===== config.mk =====
export PLATFORM = sky130hd
export DESIGN_NAME = instruction_fetch_stage
export DESIGN_NICKNAME = d
export VERILOG_FILES = /design/src/rtl/cpu_types_pkg.sv /design/src/rtl/instruction_fetch_stage_skid.sv /design/src/rtl/instruction_fetch_stage.sv
export SDC_FILE = /design/constraint.sdc
export NUM_CORES = 1
export LEC_CHECK = 0
export ABC_CLOCK_PERIOD_IN_PS = 10700
export CORE_MARGIN = 2
export CORE_UTILIZATION = 40
export CTS_CLUSTER_DIAMETER = 50
export CTS_CLUSTER_SIZE = 24
export DETAILED_ROUTE_END_ITERATION = 10
export PLACE_DENSITY = 0.61
export SYNTH_ARGS = -nofsm -noshare
export SYNTH_HDL_FRONTEND = slang
export SYNTH_SLANG_ARGS = --single-unit

===== constraint.sdc =====
create_clock -name clk -period 10.7 [get_ports clk]
set_input_delay 2.14 -clock clk [delete_from_list [all_inputs] [get_ports clk]]
set_output_delay 2.14 -clock clk [all_outputs]
set_load 0.02 [all_outputs]

===== src/rtl/cpu_types_pkg.sv =====
// Shared pipeline types: fetch FSM encoding and the PC increment.
package cpu_types;

  typedef enum bit [1:0] {
    FETCH_REQ,
    FETCH_DRAIN,
    FETCH_FULL
  } fetch_state_t;

  localparam bit [31:0] PC_STEP = 32'd4;

endpackage


===== src/rtl/instruction_fetch_stage_skid.sv =====
// Output register plus one overflow entry between instruction memory and decode.
module fetch_skid_buffer (
  input  logic        clk,
  input  logic        rst,
  input  logic        flush,
  input  logic        capture,
  input  logic        pop,
  input  logic [31:0] in_pc,
  input  logic [31:0] in_instr,
  input  logic        out_ready,
  output logic        out_valid,
  output logic [31:0] out_pc,
  output logic [31:0] out_instruction,
  output logic        slot_free
);

  logic        out_valid_q, out_valid_d;
  logic [31:0] out_pc_q, out_pc_d;
  logic [31:0] out_instr_q, out_instr_d;
  logic [31:0] buf_pc_q, buf_pc_d;
  logic [31:0] buf_instr_q, buf_instr_d;

  assign slot_free = !out_valid_q || out_ready;

  always_comb begin
    out_valid_d = out_valid_q;
    out_pc_d    = out_pc_q;
    out_instr_d = out_instr_q;
    buf_pc_d    = buf_pc_q;
    buf_instr_d = buf_instr_q;
    if (flush) begin
      out_valid_d = 1'b0;
      buf_pc_d    = '0;
      buf_instr_d = '0;
    end else if (pop) begin
      out_valid_d = 1'b1;
      out_pc_d    = buf_pc_q;
      out_instr_d = buf_instr_q;
    end else if (capture) begin
      // A late ack with a stalled output parks in the overflow entry
      if (slot_free) begin
        out_valid_d = 1'b1;
        out_pc_d    = in_pc;
        out_instr_d = in_instr;
      end else begin
        buf_pc_d    = in_pc;
        buf_instr_d = in_instr;
      end
    end else if (out_valid_q && out_ready) begin
      out_valid_d = 1'b0;
    end
  end

  always_ff @(posedge clk or posedge rst) begin
    if (rst) begin
      out_valid_q <= 1'b0;
      out_pc_q    <= '0;
      out_instr_q <= '0;
      buf_pc_q    <= '0;
      buf_instr_q <= '0;
    end else begin
      out_valid_q <= out_valid_d;
      out_pc_q    <= out_pc_d;
      out_instr_q <= out_instr_d;
      buf_pc_q    <= buf_pc_d;
      buf_instr_q <= buf_instr_d;
    end
  end

  assign out_valid       = out_valid_q;
  assign out_pc          = out_pc_q;
  assign out_instruction = out_instr_q;

endmodule


===== src/rtl/instruction_fetch_stage.sv =====
// Fetch stage: owns the PC, issues imem reads, handles redirects and hands
// instructions to decode through the skid buffer.
module instruction_fetch_stage
  import cpu_types::*;
#(
  parameter logic [31:0] RESET_PC = 32'h0000_0000
) (
  input  logic        clk,
  input  logic        rst,
  output logic        imem_req,
  output logic [31:0] imem_addr,
  input  logic        imem_ack,
  input  logic [31:0] imem_rdata,
  input  logic        redirect,
  input  logic [31:0] redirect_pc,
  input  logic        out_ready,
  output logic        out_valid,
  output logic [31:0] out_pc,
  output logic [31:0] out_instruction
);

  fetch_state_t state_q, state_d;
  logic [31:0]  pc_q, pc_d;
  logic [31:0]  req_addr_q, req_addr_d;
  logic [31:0]  drain_addr_q, drain_addr_d;
  logic         flush, capture, pop, slot_free;
  logic [31:0]  redir_pc;
  logic         unused_redirect_lsbs;

  assign redir_pc             = {redirect_pc[31:2], 2'b00};
  assign unused_redirect_lsbs = ^redirect_pc[1:0];

  assign imem_req  = (state_q != FETCH_FULL);
  assign imem_addr = (state_q == FETCH_DRAIN) ? drain_addr_q : req_addr_q;

  always_comb begin
    state_d      = state_q;
    pc_d         = pc_q;
    req_addr_d   = req_addr_q;
    drain_addr_d = drain_addr_q;
    flush        = 1'b0;
    capture      = 1'b0;
    pop          = 1'b0;
    unique case (state_q)
      FETCH_REQ: begin
        if (redirect && !imem_ack) begin
          // Old request must still complete; keep its address on the bus
          pc_d         = redir_pc;
          req_addr_d   = redir_pc;
          drain_addr_d = req_addr_q;
          flush        = 1'b1;
          state_d      = FETCH_DRAIN;
        end else if (redirect) begin
          pc_d       = redir_pc;
          req_addr_d = redir_pc;
          flush      = 1'b1;
        end else if (imem_ack) begin
          capture = 1'b1;
          pc_d    = req_addr_q + PC_STEP;
          if (slot_free) req_addr_d = req_addr_q + PC_STEP;
          else           state_d    = FETCH_FULL;
        end
      end
      FETCH_DRAIN: begin
        if (redirect) pc_d = redir_pc;
        if (imem_ack) begin
          req_addr_d = pc_d;
          state_d    = FETCH_REQ;
        end
      end
      FETCH_FULL: begin
        if (redirect) begin
          pc_d       = redir_pc;
          req_addr_d = redir_pc;
          flush      = 1'b1;
          state_d    = FETCH_REQ;
        end else if (out_ready) begin
          pop        = 1'b1;
          req_addr_d = pc_q;
          state_d    = FETCH_REQ;
        end
      end
      default: state_d = FETCH_REQ;
    endcase
  end

  always_ff @(posedge clk or posedge rst) begin
    if (rst) begin
      state_q      <= FETCH_REQ;
      pc_q         <= RESET_PC;
      req_addr_q   <= RESET_PC;
      drain_addr_q <= RESET_PC;
    end else begin
      state_q      <= state_d;
      pc_q         <= pc_d;
      req_addr_q   <= req_addr_d;
      drain_addr_q <= drain_addr_d;
    end
  end

  fetch_skid_buffer u_skid (
    .clk             (clk),
    .rst             (rst),
    .flush           (flush),
    .capture         (capture),
    .pop             (pop),
    .in_pc           (req_addr_q),
    .in_instr        (imem_rdata),
    .out_ready       (out_ready),
    .out_valid       (out_valid),
    .out_pc          (out_pc),
    .out_instruction (out_instruction),
    .slot_free       (slot_free)
  );

endmodule


==> summary.md, run 1 <==
| Metric | Value |
|---|---|
| Largest net degree at the start of global routing | 152 |
| HP Class | register to register |
| Clock Latency Late Sink | 0.56 ns |
| I/O pin cnt | 167 |
| Adder-cell share of the synthesized area | 0.575% |
| TritonCTS Sinks | 227 |
| Cts hold-fix bufs | 0 |
| Share of layout cells above drive strength 1 | 12.0% |
| Area growth from synthesis to layout | 25.6% |
| # Max-Cap Violations | 0 |
| Synth warnings | 0 |
| P per Cell Area | 310 mW/mm^2 |
| Grt total ovfl | 0 |
| Iteration-0 DRC Markers | 606 |
| # resized after CTS | 0 |
| Number of synthesized flops with an enable pin | 0 |
| WP data required | 8.56 ns |
| Startpoint types | register |
| CTS tree | yes |
| Number of setup violations in the final report | 0 |
| WHS Path Cells | 2 |
| Avg WL per Cell | 18.3 um |
| Die ar. | 0.0285 mm^2 |
| WHS | 0.482 ns |
| Final hold vios | 0 |
| Post-Route WL | 28200 um |
| Routed vias | 8378 |
| Max Fanout on Critical Path | 40 |
| Post-CTS setup buffers | 0 |
| DP Cell Count | 1495 |
| Mapped Area | 0.0109 mm^2 |
| Die width | 169 um |
| DRC viols | 0 |
| Post-synth net total | 1145 |
| Slew Viols, Final | 0 |
| Top_reg_cell synth | dfrtp_1 |
| Core ar. | 0.0268 mm^2 |
| Total track usage | 19.8% |
| RSZ-0062 raised after global routing | false |
| Routed Antenna Nets | 0 |
| Reg2reg setup slack | 7.97 ns |
| Max-slew headroom | 26.3% |
| CTS root buffer | clkbuf_16 |
| Clock Skew | 0.0218 ns |
| Detailed Place HPWL | 17500 um |
| Deepest clock path buffer count | 3 |
| Vias/cell | 5.42 |
| Port Buf Inserts | 164 |
| Setup crit end kind | output port |
| First-pass GRT wire length | 45600 um |
| Initial Util | 40.6% |
| Final Critical Period | 5.14 ns |
| Drt pass-1 iters | 6 |
| Post-synthesis mux area share | 12.8% |
| Synth area leaders | dfrtp_1 52%, mux2i_1 7.1%, mux2_2 5.7% |
| Vias in the first global route | 8162 |
| Worst reg2reg path endpoint | req_addr_q[16] |
| H-tree depth | 1 |
| Worst path arrival time | 3.00 ns |
| Initial antenna violation count | 0 |
| Run status | complete, no violations |
| Combinational family with the most area after synthesis | compound AO/OA/AOI/OAI gates |
| Most common cell in the netlist | dfrtp_1 |
| VDD IR-drop max | 190 uV |
| Commonest cells in the netlist | 227 x dfrtp_1, 127 x nand2_1, 119 x a21oi_1 |
| Ys async rst share | 100% |
| Final period util | 48.1% |
| Compound-cell area share of the yosys netlist | 16.1% |
| Die height | 169 um |
| Post-route cell area | 0.0137 mm^2 |
| Syn avg cell area | 10.2 um^2 |
| Post-place instance area | 0.0127 mm^2 |
| Seq/Total Area, Yosys | 52.2% |
| Post-Synth Simple-Gate Area | 12.2% |
| Ant. Diodes | 0 |
| Unique masters post-synth | 54 |
| Hold EP | pc_q[10] |
| Leak | 6.16 nW |
| Hold Startpoint | pc_q[10] |
| Max Freq | 0.194 GHz |
| Worst reg2reg path depth | 5 |
| Routability congestion estimate | 0.771 |
| WS Path Type | register to output port |
| #FFs+latches synth | 227 |
| Final setup TNS | 0 ns |
| CTS buffer count | 28 |
| Reg2Reg Launch Point | state_q[1] |
| Final Instance Count excl. Fillers | 1547 |
| Worst-path clk slew | 0.06 ns |
| Slew of the pin with the lowest slew margin | 1.10 ns |
| Leading area contributor after synthesis | dfrtp_1 |
| Share of the synthesized area in the top cell type | 52.2% |
| Post-Synthesis Cells | 1071 |
| Critical Path Source | state_q[1] |
| Post-Synth XOR/XNOR Area | 2.01% |
| Std cell rows | 60 |
| Nets | 1258 |
## sequential cells by signal, summed over array words and instances, names as in the netlist
register                cells
pc_q                       32
u_skid.out_valid            1
u_skid.out_instruction     32
drain_addr_q               32
u_skid.out_pc              32
u_skid.buf_pc_q            32
req_addr_q                 32
u_skid.buf_instr_q         32
state_q                     2
## cell type report
class	instances	area, um^2
multi-input cells	736	4800
well taps	341	427
flip-flops and latches	227	5680
fillers	2419	13100
repair buffers	179	1750
inverters	12	52.6
clock buffers	28	701
clock inverters	24	258
## worst max-delay path, stage by stage (launching register included)
cell and delay [ns]:
dfrtp_1 0.40, inv_1 0.13, ha_2 0.88, nand2_1 0.12, o21ai_0 0.21, clkdlybuf4s50_1 0.69
## how the worst max path moves through the flow
stage | end | slack (ns)
3_3_place_gp | u_skid.out_instruction[26] | 5.72
4_1_cts | imem_addr[6] | 5.55
2_1_floorplan | drain_addr_q[0] | 2.34
3_5_place_dp | u_skid.out_pc[9] | 5.74
6_report | imem_addr[6] | 5.56
5_1_grt | imem_addr[6] | 5.40
## routing by layer
metal  track usage [%]  vias to the layer above  routed length (um)
li1                  -                     4027                   -
met1              29.8                     4073               13700
met2              30.7                      245               12500
met3              2.95                       33                1660
met4              3.67                        0                 399
met5                 0                        -                   0
## cells in the final DEF, fill, tap and decap left out, types with 28 or more instances in the layout
| master | synthesis | layout |
|---|---|---|
| o21ai_0 | 59 | 59 |
| dfrtp_1 | 227 | 227 |
| nor2_1 | 94 | 89 |
| mux2_2 | 55 | 55 |
| a22o_1 | 41 | 41 |
| mux2i_1 | 77 | 77 |
| clkbuf_16 | 0 | 28 |
| a21oi_1 | 119 | 119 |
| nand2_1 | 127 | 127 |
| clkdlybuf4s50_1 | 0 | 163 |
## power by group
part	switching [mW]	internal (mW)	leakage, nW	total, mW
logic	0.991	0.820	2.87	1.81
clock network	0.442	0.513	0.473	0.955
registers	0.293	1.18	2.82	1.48
total	1.73	2.51	6.16	4.24
## per-stage QoR
stage	power (mW)	util [%]	setup WS, ns
floorplan	2.59	-	2.34
CTS	4.29	51.0	5.55
global placement	3.28	47.4	5.72
finish	4.24	51.0	5.56
global route	4.52	51.0	5.40
detailed placement	3.31	47.4	5.74
## cells by family (layout without fill, tap and decap cells)
group | Yosys count | count (layout)
compound gates | 282 | 282
flops | 227 | 227
mux | 132 | 132
simple gates | 292 | 292
xor+xnor | 25 | 25
fa+ha+maj | 5 | 5
buf+inv | 108 | 243
No activity file was read; power rests on OpenSTA's default activity.
==> run 2: changes to the inputs <==
ABC_CLOCK_PERIOD_IN_PS = 5000   (was 10700)
clock period = 5 ns   (was 10.7 ns; I/O delays follow)
==> run 2 against run 1 <==
Net effect:
- sequential share of layout area fell by 0.55 points
- sequential power is 110% higher
- critical endpoint is now imem_addr[0]
- highest routed layer unchanged
- non-clock buffer count grew 5
==> summary.md, run 2 (same netlist as run 1, synthesis figures left out) <==
| Metric | Value |
|---|---|
| Post-Route WL | 28400 um |
| # resized after CTS | 0 |
| CTS tree | yes |
| Final setup TNS | 0 ns |
| Post-CTS setup buffers | 0 |
| Iteration-0 DRC Markers | 630 |
| Routability congestion estimate | 0.801 |
| Reg2reg setup slack | 2.28 ns |
| Initial Util | 40.6% |
| Worst reg2reg path endpoint | req_addr_q[21] |
| Share of layout cells above drive strength 1 | 12.2% |
| Largest net degree at the start of global routing | 132 |
| Nets | 1264 |
| CTS buffer count | 29 |
| Final Instance Count excl. Fillers | 1550 |
| Ant. Diodes | 0 |
| Detailed Place HPWL | 17900 um |
| RSZ-0062 raised after global routing | false |
| Die width | 169 um |
| HP Class | register to register |
| H-tree depth | 1 |
| Clock Latency Late Sink | 0.55 ns |
| Hold EP | pc_q[5] |
| Total track usage | 19.8% |
| Drt pass-1 iters | 6 |
| Leak | 6.25 nW |
| Die ar. | 0.0285 mm^2 |
| Worst-path clk slew | 0.05 ns |
| Slew of the pin with the lowest slew margin | 0.992 ns |
| Area growth from synthesis to layout | 27.3% |
| Core ar. | 0.0268 mm^2 |
| Vias in the first global route | 8218 |
| Run status | complete, no violations |
| Commonest cells after routing, fill and taps aside | 227 x dfrtp_1, 163 x clkdlybuf4s50_1, 127 x nand2_1 |
| Setup crit end kind | output port |
| Final hold vios | 0 |
| Cts hold-fix bufs | 0 |
| DRC viols | 0 |
| Max Fanout on Critical Path | 40 |
| Std cell rows | 60 |
| VDD IR-drop max | 392 uV |
| First-pass GRT wire length | 45500 um |
| Number of setup violations in the final report | 0 |
| Worst reg2reg path depth | 7 |
| Hold Startpoint | pc_q[5] |
| Grt total ovfl | 0 |
| Clock Skew | 0.0243 ns |
| TritonCTS Sinks | 227 |
| # Max-Cap Violations | 0 |
| Avg WL per Cell | 18.3 um |
| Vias/cell | 5.45 |
| Final Critical Period | 3.94 ns |
| Final period util | 78.9% |
| Max-slew headroom | 33.9% |
| Port Buf Inserts | 164 |
| WP data required | 4.00 ns |
| Routed vias | 8443 |
| Initial antenna violation count | 0 |
| Die height | 169 um |
| CTS root buffer | clkbuf_16 |
| Commonest non-fill, non-tap cell in the layout | dfrtp_1 |
| Reg2Reg Launch Point | state_q[1] |
| Startpoint types | register |
| Slew Viols, Final | 0 |
| Routed Antenna Nets | 0 |
| Max Freq | 0.254 GHz |
| I/O pin cnt | 167 |
| DP Cell Count | 1500 |
| Worst path arrival time | 2.94 ns |
| Utilization after layout | 51.7% |
| WS Path Type | register to output port |
| WHS Path Cells | 2 |
| P per Cell Area | 677 mW/mm^2 |
| Deepest clock path buffer count | 3 |
## run 2: routing by layer
| metal | GRT usage (%) | vias to the layer above | wire length [um] |
|---|---|---|---|
| met5 | 0 | - | 0 |
| met4 | 3.64 | 0 | 318 |
| met3 | 3.18 | 26 | 1560 |
| met2 | 31.1 | 248 | 12700 |
| met1 | 29.2 | 4133 | 13800 |
| li1 | - | 4036 | - |
## run 2: cell type report
| cell class | instances | area (um^2) |
|---|---|---|
| fill | 2433 | 13000 |
| sequential | 227 | 5680 |
| multi-input combinational | 736 | 4800 |
| timing repair buffer | 184 | 1820 |
| clock buffer | 32 | 757 |
| tap | 341 | 427 |
| clock inverter | 18 | 313 |
| inverter | 12 | 48.8 |
## run 2: per-stage QoR
step	total power, mW	cell area, um^2	setup WS, ns	hold WS, ns
after floorplan	5.53	10900	1.03	0.444
after global placement	7.03	12800	1.61	0.459
after detailed placement	7.11	12800	1.59	0.470
after CTS	9.46	13800	1.01	0.483
after global routing	9.96	13800	0.899	0.510
final	9.37	13800	1.06	0.477
## run 2: how the worst max path moves through the flow
stage / from / endpoint / slack, ns / depth (start not counted)
floorplan: rst / drain_addr_q[0] / 1.03 / 1
global placement: state_q[1] / imem_addr[0] / 1.61 / 4
detailed placement: state_q[1] / imem_addr[0] / 1.59 / 4
CTS: state_q[1] / imem_addr[0] / 1.01 / 4
global route: state_q[1] / imem_addr[0] / 0.90 / 4
finish: state_q[1] / imem_addr[0] / 1.06 / 4
## run 2: worst max-delay path: stages, from the launching register on
cell and delay (ns):
dfrtp_1 0.40, inv_1 0.13, ha_2 0.86, mux2_2 0.44, clkdlybuf4s50_1 0.57
## run 2: power by group
part / internal (mW) / switching, mW / leakage [nW]
combinational: 1.77 / 2.11 / 2.90
clock: 1.50 / 0.812 / 0.528
sequential: 2.53 / 0.648 / 2.82
total: 5.80 / 3.57 / 6.25
==> run 3: changes to the inputs <==
ABC_CLOCK_PERIOD_IN_PS = 3490   (was 5000)
PLACE_DENSITY = 0.64   (was 0.61)
clock period = 3.49 ns   (was 5 ns; I/O delays follow)
==> run 3 against run 2 <==
Net effect:
- register-to-register slack lost 1.4 ns
- total power up 38%
- die area did not move
- routed wire length decreased by 0.38%
- non-clock buffer count increased by 8
- design area fell by 0.68%
- via count increased by 1.8%
- flip-flop and latch count unchanged
- cell count increased by 0.32%
- sequential power rose by 42%
- first-iteration DRC count rose by 36%
- sequential share of layout area increased by 0.28 points
- largest cell class unchanged
- highest routed layer unchanged
==> summary.md, run 3 (same netlist as run 1, synthesis figures left out) <==
| Metric | Value |
|---|---|
| Run status | complete, no violations |
| Routed vias | 8592 |
| Number of setup violations in the final report | 0 |
| Detailed Place HPWL | 18500 um |
| Startpoint types | register |
| Max-slew headroom | 49.0% |
| CTS tree | yes |
| Worst path arrival time | 2.65 ns |
| Core ar. | 0.0268 mm^2 |
| Die width | 169 um |
| Post-CTS setup buffers | 0 |
| Leak | 6.20 nW |
| Setup crit end kind | output port |
| Vias/cell | 5.53 |
| Routed Antenna Nets | 0 |
| Final Critical Period | 3.35 ns |
| Slew Viols, Final | 0 |
| Commonest non-fill, non-tap cell in the layout | dfrtp_1 |
| WP data required | 2.79 ns |
| Routability congestion estimate | 0.829 |
| Setup WS post-layout | 0.138 ns |
| Clock Latency Late Sink | 0.53 ns |
| Initial Util | 40.6% |
| Reg2reg setup slack | 0.89 ns |
| VDD IR-drop max | 588 uV |
| Fill count | 2409 |
| Final period util | 96.1% |
| Top sig layer | met4 |
| Vias in the first global route | 8367 |
| Avg WL per Cell | 18.2 um |
| Area growth from synthesis to layout | 26.4% |
| Max Freq | 0.298 GHz |
| Drt pass-1 iters | 6 |
| WL met2 | 12900 um |
| Hold Startpoint | pc_q[14] |
| H-tree depth | 1 |
| HP Class | register to register |
| Largest net degree at the start of global routing | 111 |
| Nets | 1268 |
| Share of layout cells above drive strength 1 | 12.4% |
| Met3 wire length | 1760 um |
| Commonest cells after routing, fill and taps aside | 227 x dfrtp_1, 163 x clkdlybuf4s50_1, 127 x nand2_1 |
| Hold EP | pc_q[14] |
| Die height | 169 um |
| Met1 wire length | 13200 um |
| Die ar. | 0.0285 mm^2 |
| Cts hold-fix bufs | 0 |
| WHS Path Cells | 1 |
| Iteration-0 DRC Markers | 857 |
| P per Cell Area | 943 mW/mm^2 |
| # resized after CTS | 0 |
| Final hold vios | 0 |
| Reg2Reg Launch Point | req_addr_q[2] |
| Port Buf Inserts | 164 |
| Reg area | 0.00568 mm^2 |
| First-pass GRT wire length | 45700 um |
| Initial antenna violation count | 1 |
| Std cell rows | 60 |
| CP max stage delay | 0.59 ns |
| Worst reg2reg path endpoint | pc_q[24] |
| Max Fanout on Critical Path | 29 |
| Final Instance Count excl. Fillers | 1555 |
| RSZ-0062 raised after global routing | false |
| Total track usage | 19.7% |
| Multi-input gate area | 0.00480 mm^2 |
| TritonCTS Sinks | 227 |
| Post-Route WL | 28200 um |
| Grt total ovfl | 0 |
| Worst reg2reg path depth | 6 |
| Clock Skew | 0.0124 ns |
| DP Cell Count | 1508 |
| CTS root buffer | clkbuf_16 |
| Worst-path clk slew | 0.07 ns |
| WS Path Type | register to output port |
| DRC viols | 0 |
| Crit path max-delay cell type | clkdlybuf4s50_1 |
| CTS buffer count | 25 |
| WHS | 0.483 ns |
| # Max-Cap Violations | 0 |
| DP Worst Slack | 0.690 ns |
| Slew of the pin with the lowest slew margin | 0.759 ns |
| Cells along the critical path | inv_1, ha_2, buf_12, mux2_2, clkdlybuf4s50_1 |
| Overall Power | 13.0 mW |
| Deepest clock path buffer count | 3 |
| I/O pin cnt | 167 |
==> run 3: cell types whose count changed in the layout (fill, tap and decap cells not counted), sizes merged <==
cell | previous run | this run
clkinv | 6 | 8
diode | 0 | 1
clkinvlp | 1 | 2
buf | 21 | 29
inv | 15 | 18
bufinv | 8 | 2
clkbuf | 32 | 28
==> run 3: stage by stage <==
step | setup TNS [ns] | area [um^2] | utilization, %
global placement | 0 | 12900 | 48.0
CTS | 0 | 13800 | 51.3
detailed placement | 0 | 12900 | 48.0
finish | 0 | 13800 | 51.3
global route | 0 | 13800 | 51.3
floorplan | -39.50 | 10900 | -
==> run 3: worst max-delay path by stage <==
| stage | from | endpoint | slack, ns | depth (start not counted) |
|---|---|---|---|---|
| global route | state_q[1] | imem_addr[0] | 0.04 | 5 |
| detailed placement | state_q[1] | imem_addr[0] | 0.69 | 5 |
| floorplan | rst | drain_addr_q[0] | -0.17 | 1 |
| finish | state_q[1] | imem_addr[0] | 0.14 | 5 |
| global placement | state_q[1] | imem_addr[0] | 0.70 | 5 |
| CTS | state_q[1] | imem_addr[0] | 0.12 | 5 |
==> run 3: power breakdown <==
part / switching, mW / internal, mW
sequential: 0.896 / 3.62
combinational: 3.09 / 2.60
clock: 1.20 / 1.55
==> run 3: area by class of cell <==
type                       instances  area share [%]
inverter                          12           0.355
multi-input combinational        736            34.9
timing repair buffer             192            14.0
tap                              341            3.10
antenna                            1          0.0182
clock inverter                    18            1.66
sequential                       227            41.3
clock buffer                      28            4.70
==> run 3: layer usage <==
metal,up-vias,GRT usage [%]
met5,-,0
met4,0,4.35
met3,40,2.60
met2,284,31.4
met1,4222,28.8
li1,4046,-
==> run 3: critical path, delay by kind of cell, from the launching register on <==
kind	cells	cell delay [ns]
flops	1	0.40
fa+ha+maj	1	0.41
buf+inv	3	0.96
mux	1	0.35
==> RTL change 1, RTL diff (settings of run 3) <==
Take the reset off `buf_instr_q` and load it in a clocked block of its own.
--- a/src/rtl/instruction_fetch_stage_skid.sv
+++ b/src/rtl/instruction_fetch_stage_skid.sv
@@ -58,5 +58,4 @@
       out_instr_q <= '0;
       buf_pc_q    <= '0;
-      buf_instr_q <= '0;
     end else begin
       out_valid_q <= out_valid_d;
@@ -64,6 +63,9 @@
       out_instr_q <= out_instr_d;
       buf_pc_q    <= buf_pc_d;
-      buf_instr_q <= buf_instr_d;
     end
+  end
+
+  always_ff @(posedge clk) begin
+    buf_instr_q <= buf_instr_d;
   end
 
Check against the original RTL: same outputs for any inputs over 4 cycles, from zero or initial values and one cycle with rst high; that may be too few to reach the edited logic, so the function may still have changed.
==> RTL change 1 against run 3 <==
- worst setup slack gained 0.066 ns
- synthesized area shrank 1.3%
- worst hold slack lost 0.0082 ns
- critical path type unchanged
- total power shrank 0.21%
- sequential power is essentially flat
- wire length grew 0.63%
- first-iteration DRC count shrank 25%
- final area grew 0.15%
- die area shrank 1.2%
- sequential share of layout area shrank 1.2 points
- combinational power shrank 8.8%
- sequential cell count is the same
- largest power group unchanged
==> RTL change 1: results <==
export IMPL_cp_max_fo=24
export IMPL_vdd_drop_max_mv=0.616
export IMPL_syn_inst=1006
export IMPL_cp_slowest_stage_delay_ns=0.59
export IMPL_pre_cts_slack_ns=0.609
export IMPL_routedWlPerCell_um=19.0
export IMPL_synth_area_leaders="dfrtp_1, mux2_2, mux2i_1, dfxtp_1, a22o_1"
export IMPL_synth_compound_area_share_pct=17.4
export IMPL_ys_types=66
export IMPL_yosys_mux_area_fraction_pct=14.1
export IMPL_async_flop_share_pct=85.9
export IMPL_viasPerCell=5.58
export IMPL_use_met2_pct=30.3
export IMPL_p_clk_share_pct=25.0
export IMPL_leakage_nw=6.15
export IMPL_grt_total_usage_pct=20.2
export IMPL_yosys_warnings=0
export IMPL_met1Wirelength_mm=13.7
export IMPL_use_met3_pct=2.89
export IMPL_synth_fa_ha_area_share_pct=0.583
export IMPL_final_fill_count=2333
export IMPL_grt_pass1_vias=8144
export IMPL_antenna_found_initial=0
export IMPL_place_area_mm2=0.0127
export IMPL_synth_nets=1080
export IMPL_fin_cells=1497
export IMPL_layout_drive_gt1_share_pct=14.8
export IMPL_p_total_mw=12.9
export IMPL_wl_met3_mm=1.68
export IMPL_slew_headroom_pct=46.7
export IMPL_outcome="finished clean"
export IMPL_post_cts_resize_count=0
export IMPL_synth_xor_area_share_pct=1.14
export IMPL_dr_first_iter_drc_count=641
export IMPL_p_seq_mw=4.51
export IMPL_regArea_mm2=0.00552
export IMPL_cts_buffer_depth=3
export IMPL_htreeDepth=1
export IMPL_clkLatencyLatePin_ns=0.55
export IMPL_dp_cells=1444
export IMPL_worstPathArrival_ns=2.59
export IMPL_first_pass_iters=5
export IMPL_hpwl_mm=18.5
export IMPL_layout_nets=1214
export IMPL_finClkSkew_ns=0.0324
export IMPL_grtUsageMet1_pct=30.8
export IMPL_synth_commonest_cells="dfrtp_1, nor2_1, a21oi_1"
export IMPL_cts_buffers=29
export IMPL_seq_area_frac_synth_pct=51.4
export IMPL_dr_wl_met2_mm=12.4
export IMPL_grt_first_pass_wirelength_mm=46.2
export IMPL_p_sw_share_pct=37.7
export IMPL_hp_class="reg2reg"
export IMPL_portBuffers=164
export IMPL_place_gp_congestion=0.812
export IMPL_grt_max_degree=116
export IMPL_antennaDiodeCount=0
## RTL change 1: final timing paths
check / from / to / slack (ns) / depth (start not counted)
max: state_q[1]$_DFFE_PP0P_ / imem_addr[1] / 0.20 / 5
min: u_skid.buf_instr_q[3]$_SDFFE_PP0P_ / u_skid.buf_instr_q[3]$_SDFFE_PP0P_ / 0.47 / 1
max reg2reg: state_q[0]$_DFFE_PP0P_ / req_addr_q[28]$_DFFE_PP0P_ / 0.95 / 7
min reg2reg: u_skid.buf_instr_q[3]$_SDFFE_PP0P_ / u_skid.buf_instr_q[3]$_SDFFE_PP0P_ / 0.47 / 1
max in group asynchronous: rst / u_skid.buf_pc_q[8]$_DFFE_PP0P_ / 2.28 / 3
min in group asynchronous: rst / u_skid.out_instruction[26]$_DFFE_PP0P_ / 0.68 / 3
## RTL change 1: layout make-up
type	instances	share of cell area [%]
well taps	335	3.04
multi-input cells	675	34.8
repair buffers	190	14.0
inverters	17	0.491
clock buffers	30	5.30
flip-flops and latches	227	40.1
clock inverters	23	2.31
==> RTL change 2, RTL diff (settings of run 3) <==
Without the edit above. The 3 states of `fetch_state_t` get a one-hot encoding in 3 bits.
--- a/src/rtl/cpu_types_pkg.sv
+++ b/src/rtl/cpu_types_pkg.sv
@@ -2,8 +2,8 @@
 package cpu_types;
 
-  typedef enum bit [1:0] {
-    FETCH_REQ,
-    FETCH_DRAIN,
-    FETCH_FULL
+  typedef enum bit [2:0] {
+    FETCH_REQ   = 3'b001,
+    FETCH_DRAIN = 3'b010,
+    FETCH_FULL  = 3'b100
   } fetch_state_t;
 
Behaviour: same outputs for any inputs over 4 cycles, from zero or initial values and one cycle with rst high; so few cycles prove little.
==> RTL change 2 against run 3 <==
- total power down 19%
- combinational power down 39%
- worst setup slack about the same
- synthesized cell count up 5.8%
- first-iteration DRC count down 25%
- synthesized area up 0.62%
- fmax about the same
- largest power group is now sequential cells
- global-route usage up 0.21 points
- critical path type unchanged
- non-clock buffer count up 13
- sequential cell count up 1
- wire length up 1.3%
- final area up 2.0%
==> RTL change 2: results <==
export IMPL_outcome="finished clean"
export IMPL_synth_area_leaders="dfrtp_1, mux2_2, nand2_1, mux2i_1, o21ai_0"
export IMPL_synth_nets=1203
export IMPL_first_pass_iters=4
export IMPL_antennaDiodeCount=0
export IMPL_crit_start="state_q[0]$_DFFE_PP1P_"
export IMPL_seq_area_frac_synth_pct=52.1
export IMPL_hp_start="u_skid.out_instruction[13]$_DFFE_PP0P_"
export IMPL_layout_drive_gt1_share_pct=13.5
export IMPL_yosysTopAreaCellShare_pct=51.9
export IMPL_min_path_cells=2
export IMPL_routedWlPerCell_um=17.6
export IMPL_finClkSkew_ns=0.0114
export IMPL_synth_compound_area_share_pct=13.9
export IMPL_place_area_mm2=0.0130
export IMPL_hpwl_mm=18.5
export IMPL_grtUsageMet1_pct=28.8
export IMPL_grt_first_pass_wirelength_mm=46.3
export IMPL_place_gp_congestion=0.775
export IMPL_r2r_end="req_addr_q[23]$_DFFE_PP0P_"
export IMPL_pre_cts_slack_ns=0.485
export IMPL_via_count=8843
export IMPL_cp_max_fo=21
export IMPL_cp_slowest_stage_delay_ns=0.55
export IMPL_reg2regPathDepth=7
export IMPL_cts_buffers=28
export IMPL_r2r_start="req_addr_q[6]$_DFFE_PP0P_"
export IMPL_yosys_mux_area_fraction_pct=13.6
export IMPL_power_switching_mw=3.66
export IMPL_p_int_mw=6.87
export IMPL_antenna_found_initial=0
export IMPL_hold_end="u_skid.out_instruction[13]$_DFFE_PP0P_"
export IMPL_grt_max_degree=80
export IMPL_stdcell_area_mm2=0.0140
export IMPL_synth_xor_area_share_pct=0.880
export IMPL_avgSynthCellArea_um2=9.66
RTL change 2: timing repair:
action                     4_1_cts  5_1_grt
buffers inserted                 0        7
resized for setup                0        1
setup endpoints to repair        0        4
RTL change 2: layer usage:
metal | wire (um) | vias up
met5 | 0 | -
met4 | 354 | 0
met3 | 1520 | 32
met2 | 13100 | 250
met1 | 13700 | 4312
li1 | - | 4249
RTL change 2: logic make-up after synthesis:
family          Yosys count
flops                   228
xor+xnor                 11
mux                     140
simple gates            366
buf+inv                 122
fa+ha+maj                 1
compound gates          265
RTL change 2: layout make-up:
| cell class | instances | area share [%] |
|---|---|---|
| timing repair buffer | 205 | 14.6 |
| tap | 341 | 3.04 |
| multi-input combinational | 783 | 34.4 |
| inverter | 20 | 0.562 |
| clock inverter | 15 | 1.11 |
| sequential | 228 | 40.7 |
| clock buffer | 35 | 5.62 |
